### src/rtl/serial_spi_buffer_if.sv
// Writer/reader bundle for the serial-to-SPI circular buffer.
// master drives strobes and data; slave is the buffer itself.
interface serial_spi_buffer_if #(
    parameter int WIDTH = 8,
    parameter int DEPTH = 32
);
    localparam int AW = $clog2(DEPTH);

    logic             LOAD;
    logic [WIDTH-1:0] BYTEIN;
    logic             READ;
    logic             PEEK;
    logic [AW-1:0]    ADDR;
    logic             CLEAR;
    logic             RTS;
    logic             CTS;
    logic [WIDTH-1:0] BYTEOUT;
    logic             VALID;
    logic             FULL;
    logic             EMPTY;
    logic [AW:0]      COUNT;
    logic             OVF;
    logic             UDF;

    modport master (
        output LOAD, BYTEIN, READ, PEEK, ADDR, CLEAR, RTS,
        input  CTS, BYTEOUT, VALID, FULL, EMPTY, COUNT, OVF, UDF
    );

    modport slave (
        input  LOAD, BYTEIN, READ, PEEK, ADDR, CLEAR, RTS,
        output CTS, BYTEOUT, VALID, FULL, EMPTY, COUNT, OVF, UDF
    );
endinterface

### src/rtl/serial_spi_buffer.sv
// Circular FIFO between UART rx and SPI tx with pop, peek, flush and CTS margin.
// Define SERIAL_SPI_BUFFER_ERR_EN to build the sticky OVF/UDF flags.
module serial_spi_buffer #(
    parameter int WIDTH      = 8,
    parameter int DEPTH      = 32,
    parameter int CTS_MARGIN = 4
) (
    input logic                CLK,
    input logic                RESET,
    serial_spi_buffer_if.slave bus
);
    localparam int AW = $clog2(DEPTH);
    localparam logic [AW:0] LP_DEPTH  = (AW+1)'(DEPTH);
    localparam logic [AW:0] LP_MARGIN = (AW+1)'(CTS_MARGIN);

    logic [WIDTH-1:0] r_mem [DEPTH];
    logic [AW-1:0]    r_wr_ptr;
    logic [AW-1:0]    r_rd_ptr;
    logic [AW:0]      r_count;
    logic [WIDTH-1:0] r_byteout;
    logic             r_valid;

    logic             w_full;
    logic             w_empty;
    logic             w_wr;
    logic             w_rd;
    logic             w_pk;
    logic [AW-1:0]    w_raddr;
    logic [AW:0]      w_free;

    assign w_full  = (r_count == LP_DEPTH);
    assign w_empty = (r_count == '0);
    assign w_free  = LP_DEPTH - r_count;

    assign w_wr = bus.LOAD && !w_full && !bus.CLEAR;
    assign w_rd = bus.READ && !w_empty && !bus.CLEAR;
    // READ wins over PEEK even when the pop itself is dropped
    assign w_pk = bus.PEEK && !bus.READ && !bus.CLEAR
               && ({1'b0, bus.ADDR} < r_count);

    assign w_raddr = w_rd ? r_rd_ptr : r_rd_ptr + bus.ADDR;

    always_ff @(posedge CLK) begin
        if (w_wr) begin
            r_mem[r_wr_ptr] <= bus.BYTEIN;
        end
    end

    always_ff @(posedge CLK or negedge RESET) begin
        if (!RESET) begin
            r_wr_ptr  <= '0;
            r_rd_ptr  <= '0;
            r_count   <= '0;
            r_byteout <= '0;
            r_valid   <= 1'b0;
        end else if (bus.CLEAR) begin
            r_wr_ptr <= '0;
            r_rd_ptr <= '0;
            r_count  <= '0;
            r_valid  <= 1'b0;
        end else begin
            if (w_wr) begin
                r_wr_ptr <= r_wr_ptr + AW'(1);
            end
            if (w_rd) begin
                r_rd_ptr <= r_rd_ptr + AW'(1);
            end
            case ({w_wr, w_rd})
                2'b10:   r_count <= r_count + (AW+1)'(1);
                2'b01:   r_count <= r_count - (AW+1)'(1);
                default: r_count <= r_count;
            endcase
            r_valid <= w_rd || w_pk;
            if (w_rd || w_pk) begin
                r_byteout <= r_mem[w_raddr];
            end
        end
    end

`ifdef SERIAL_SPI_BUFFER_ERR_EN
    logic r_ovf;
    logic r_udf;

    always_ff @(posedge CLK or negedge RESET) begin
        if (!RESET) begin
            r_ovf <= 1'b0;
            r_udf <= 1'b0;
        end else if (!bus.CLEAR) begin
            if (bus.LOAD && w_full) begin
                r_ovf <= 1'b1;
            end
            if (bus.READ && w_empty) begin
                r_udf <= 1'b1;
            end
        end
    end

    assign bus.OVF = r_ovf;
    assign bus.UDF = r_udf;
`else
    assign bus.OVF = 1'b0;
    assign bus.UDF = 1'b0;
`endif

    assign bus.CTS     = bus.RTS && (w_free >= LP_MARGIN);
    assign bus.BYTEOUT = r_byteout;
    assign bus.VALID   = r_valid;
    assign bus.FULL    = w_full;
    assign bus.EMPTY   = w_empty;
    assign bus.COUNT   = r_count;
endmodule

### src/flat_wrapper.sv
// flat-port wrapper written by rule: the top's interface ports become plain ports
module serial_spi_buffer_flat 
#(
    parameter int WIDTH      = 8,
    parameter int DEPTH      = 32,
    parameter int CTS_MARGIN = 4
)
  (CLK, RESET, bus_LOAD, bus_BYTEIN, bus_READ, bus_PEEK, bus_ADDR, bus_CLEAR, bus_RTS, bus_CTS, bus_BYTEOUT, bus_VALID, bus_FULL, bus_EMPTY, bus_COUNT, bus_OVF, bus_UDF);
  serial_spi_buffer_if #(.WIDTH(WIDTH), .DEPTH(DEPTH)) bus_i ();
  input logic CLK;
  input logic RESET;
  input wire logic [$bits(bus_i.LOAD)-1:0] bus_LOAD;
  input wire logic [$bits(bus_i.BYTEIN)-1:0] bus_BYTEIN;
  input wire logic [$bits(bus_i.READ)-1:0] bus_READ;
  input wire logic [$bits(bus_i.PEEK)-1:0] bus_PEEK;
  input wire logic [$bits(bus_i.ADDR)-1:0] bus_ADDR;
  input wire logic [$bits(bus_i.CLEAR)-1:0] bus_CLEAR;
  input wire logic [$bits(bus_i.RTS)-1:0] bus_RTS;
  output wire logic [$bits(bus_i.CTS)-1:0] bus_CTS;
  output wire logic [$bits(bus_i.BYTEOUT)-1:0] bus_BYTEOUT;
  output wire logic [$bits(bus_i.VALID)-1:0] bus_VALID;
  output wire logic [$bits(bus_i.FULL)-1:0] bus_FULL;
  output wire logic [$bits(bus_i.EMPTY)-1:0] bus_EMPTY;
  output wire logic [$bits(bus_i.COUNT)-1:0] bus_COUNT;
  output wire logic [$bits(bus_i.OVF)-1:0] bus_OVF;
  output wire logic [$bits(bus_i.UDF)-1:0] bus_UDF;
  assign bus_i.LOAD = bus_LOAD;
  assign bus_i.BYTEIN = bus_BYTEIN;
  assign bus_i.READ = bus_READ;
  assign bus_i.PEEK = bus_PEEK;
  assign bus_i.ADDR = bus_ADDR;
  assign bus_i.CLEAR = bus_CLEAR;
  assign bus_i.RTS = bus_RTS;
  assign bus_CTS = bus_i.CTS;
  assign bus_BYTEOUT = bus_i.BYTEOUT;
  assign bus_VALID = bus_i.VALID;
  assign bus_FULL = bus_i.FULL;
  assign bus_EMPTY = bus_i.EMPTY;
  assign bus_COUNT = bus_i.COUNT;
  assign bus_OVF = bus_i.OVF;
  assign bus_UDF = bus_i.UDF;
  serial_spi_buffer #(.WIDTH(WIDTH), .DEPTH(DEPTH), .CTS_MARGIN(CTS_MARGIN)) u_core (.CLK(CLK), .RESET(RESET), .bus(bus_i));
endmodule
### config.mk
export PLATFORM = sky130hd
export DESIGN_NAME = serial_spi_buffer_flat
export DESIGN_NICKNAME = d
export VERILOG_FILES = /design/src/rtl/serial_spi_buffer_if.sv /design/src/rtl/serial_spi_buffer.sv /design/src/flat_wrapper.sv
export SDC_FILE = /design/constraint.sdc
export NUM_CORES = 1
export LEC_CHECK = 0
export ABC_AREA = 0
export CORE_MARGIN = 5
export CORE_UTILIZATION = 42
export DETAILED_ROUTE_END_ITERATION = 16
export SLEW_MARGIN = 20
export SYNTH_ARGS = -nofsm -noshare
export SYNTH_HDL_FRONTEND = slang
export SYNTH_SLANG_ARGS = --single-unit
### constraint.sdc
create_clock -name CLK -period 3.42 [get_ports CLK]
set_input_delay 0.855 -clock CLK [delete_from_list [all_inputs] [get_ports CLK]]
set_output_delay 0.855 -clock CLK [all_outputs]
set_load 0.02 [all_outputs]
==> reports/metrics.yaml, run 1 <==
status: "finished clean"
rsz0062_at_grt: "true"
core_area_mm2: 0.0289
grt_max_degree: 34
seq_area_frac_synth_pct: 67.5
vias_per_cell: 5.65
cts_max_level: 1
synthTopCellsByArea: "edfxtp_1, a211oi_1, o21a_1"
hold_start: "u_core.bus.BYTEOUT[6]"
via_count: 8304
criticalPathCategory: "in2reg"
hold_violations: 0
syn_area_mm2: 0.0123
hpwl_um: 21700
internal-power_mw: 8.19
drv.max_cap_violation_count: 0
area_delta_synth_final_pct: 24.2
cts_max_path_buffers: 3
worst-endpoint-required_ns: 3.86
grt_pass1_wl_um: 50700
final_cell_mix: "edfxtp_1, buf_4, a211oi_1"
clock.fmax_mhz: 298
synth_cell_types: 57
drt-initial-drc-count: 563
p_switching_mw: 4.69
yosys.area.top_type: "edfxtp_1"
synth_edf_count: 256
finalClockSkew_ns: 0.0140
grt_remaining_overflow: 0
drv_slew: 0
initial_utilization_pct: 42.7
pre_cts_ws_ns: -0.671
powerDensity_mw_per_mm2: 842
worstMarginPinSlew_ns: 0.519
pwr-share-seq_pct: 31.1
synth_area_per_cell_um2: 13.6
ir_worst_vdd_mv: 0.485
drive_gt1_share_pct: 20.4
fp.dieW_um: 181
min_path_type: "reg2reg"
grt_pass1_vias: 8364
setup_tns_ns: 0
fin_nets: 1101
finalCritPeriodShare_pct: 98.0
p_leak_nw: 5.24
netlist_instances: 907
wl_per_cell_um: 22.4
cts_sinks: 281
port_buffers: 37
pin_count: 40
fp-row-count: 62
switching_share_pct: 36.4
ys_warn_count: 0
n_antenna_cell: 0
crit_arrival_ns: 3.79
insertion_delay_ns: 0.55
worst_slack_ns: 0.0689
grt_usage_pct: 19.8
drc: 0
setup_viol: 0
min_period_ns: 3.35
cts_tree: "yes"
yosysTopAreaCellShare_pct: 62.4
path_clk_slew_ns: 0.06
r2r_start: "u_core.bus.COUNT[5]"
gp_congestion: 0.881
p_clk_share_pct: 23.0
ant_nets: 0
ys_ff_latch: 281
final_common_cell: "edfxtp_1"
slew_headroom_pct: 65.2
ys.flop_type: "edfxtp_1"
critPathLaunchType: "primary input"
async_reset_ff_share_pct: 8.90
fp.dieArea_mm2: 0.0329
cp-startpoint: "bus_ADDR[0]"
power.share.combinational_pct: 45.9
holdWs_ns: 0.563
cp-end-kind: "register"
crit_fanout: 19
numCtsBuffers: 29
first_pass_iters: 5
die-height_um: 181
antenna_found_initial: 0
clockRootBuffer: "clkbuf_16"
wl_um: 32900
[synthesized netlist by cell type, types with 2 or more instances]
| cell | count |
|---|---|
| inv_1 | 11 |
| a31oi_1 | 21 |
| nand3_1 | 5 |
| o41ai_2 | 2 |
| buf_2 | 33 |
| mux2i_1 | 8 |
| a211oi_1 | 109 |
| a221oi_1 | 3 |
| buf_4 | 6 |
| nor3_1 | 3 |
| clkbuf_1 | 28 |
| dfrtp_1 | 25 |
| ha_1 | 15 |
| or3_1 | 5 |
| xor2_1 | 8 |
| nor2b_1 | 3 |
| buf_6 | 2 |
| o21a_1 | 98 |
| a311oi_1 | 8 |
| nand4_1 | 4 |
| o41ai_1 | 8 |
| nand2_1 | 77 |
| o211ai_1 | 22 |
| o21ai_0 | 21 |
| nand3b_1 | 3 |
| a21o_1 | 3 |
| nand2b_1 | 4 |
| a21oi_1 | 18 |
| edfxtp_1 | 256 |
| o2111ai_1 | 7 |
| nor2_1 | 59 |
| xnor2_1 | 7 |
[metrics by stage]
step | std cells | power (mW) | utilization (%) | instance area (um2)
after floorplan | 908 | 7.08 | - | 12300
after global placement | 1415 | 9.76 | 49.6 | 14300
after detailed placement | 1415 | 9.79 | 49.6 | 14300
after CTS | 1470 | 12.8 | 52.8 | 15200
after global routing | 1471 | 13.5 | 53.0 | 15300
final | 1471 | 12.9 | 53.0 | 15300
[power groups by stage]
stage	registers, mW	clock network, mW	logic [mW]
after floorplan	4.13	0	2.95
after global placement	4.06	0	5.69
after detailed placement	4.06	0	5.73
after CTS	3.99	3.01	5.80
after global routing	4.01	3.15	6.34
final	4.01	2.96	5.91
[registers in the layout, indices dropped and copies added (netlist names)]
register,count
u_core.r_rd_ptr,5
u_core.bus.VALID,1
u_core.bus.BYTEOUT,8
u_core.r_wr_ptr,5
u_core.r_mem,256
u_core.bus.COUNT,6
[per-layer routing]
metal | routed length [um] | track usage (%) | vias to the layer above
met2 | 15100 | 31.2 | 234
met5 | 0 | 0 | -
met4 | 666 | 3.93 | 0
met1 | 15100 | 28.6 | 4152
met3 | 2020 | 4.18 | 47
li1 | - | - | 3871
[cell families (layout without fill, tap and decap cells)]
logic type	after synthesis	after routing	share of synthesized area, %
other cells	1	2	0.0304
mux	9	9	0.741
buf+inv	81	260	3.11
simple gates	172	172	6.06
compound gates	332	332	19.8
xor+xnor	15	15	1.07
flops	281	281	67.5
fa+ha+maj	16	16	1.69
[path summary, 6_finish.rpt]
kind,end,slack (ns),cells after the start
setup / recovery,u_core.bus.BYTEOUT[1],0.07,11
hold / removal,u_core.bus.BYTEOUT[6],0.56,2
setup reg to reg,u_core.bus.BYTEOUT[7],0.38,12
hold reg to reg,u_core.bus.BYTEOUT[6],0.56,2
max in group asynchronous,u_core.bus.VALID,2.40,2
min in group asynchronous,u_core.bus.COUNT[4],0.71,2
[layout make-up]
cell class	instances	area (um2)
Multi-Input combinational cell	546	3740
Sequential cell	281	8310
Clock inverter	12	86.3
Timing Repair Buffer	196	1850
Fill cell	2469	13600
Tap cell	384	480
Inverter	11	41.3
Clock buffer	41	791
[what timing repair did]
action	in CTS	in global routing
resized for setup	3	15
pin swaps	1	2
endpoints found under the setup margin	4	8
hold buffers	0	0
buffers inserted	2	1
[worst max-delay path: stages]
cell and delay, ns:
clkdlybuf4s50_1 0.42, ha_1 0.32, or4b_1 0.49, o221ai_4 0.18
buf_12 0.16, buf_12 0.16, o21a_1 0.13, a211oi_1 0.05
o211ai_1 0.40, o2111ai_1 0.23, o41ai_2 0.37
(Power assumes the default switching activity.)
==> run 2, diff against run 1 <==
--- a/config.mk
+++ b/config.mk
@@ -9,6 +9,7 @@
 export CORE_MARGIN = 5
 export CORE_UTILIZATION = 42
 export DETAILED_ROUTE_END_ITERATION = 16
+export GPL_ROUTABILITY_DRIVEN = 0
 export SLEW_MARGIN = 20
 export SYNTH_ARGS = -nofsm -noshare
 export SYNTH_HDL_FRONTEND = slang
==> results of run 2 <==
The final DEF is identical to that of run 1; final timing and power are the same.
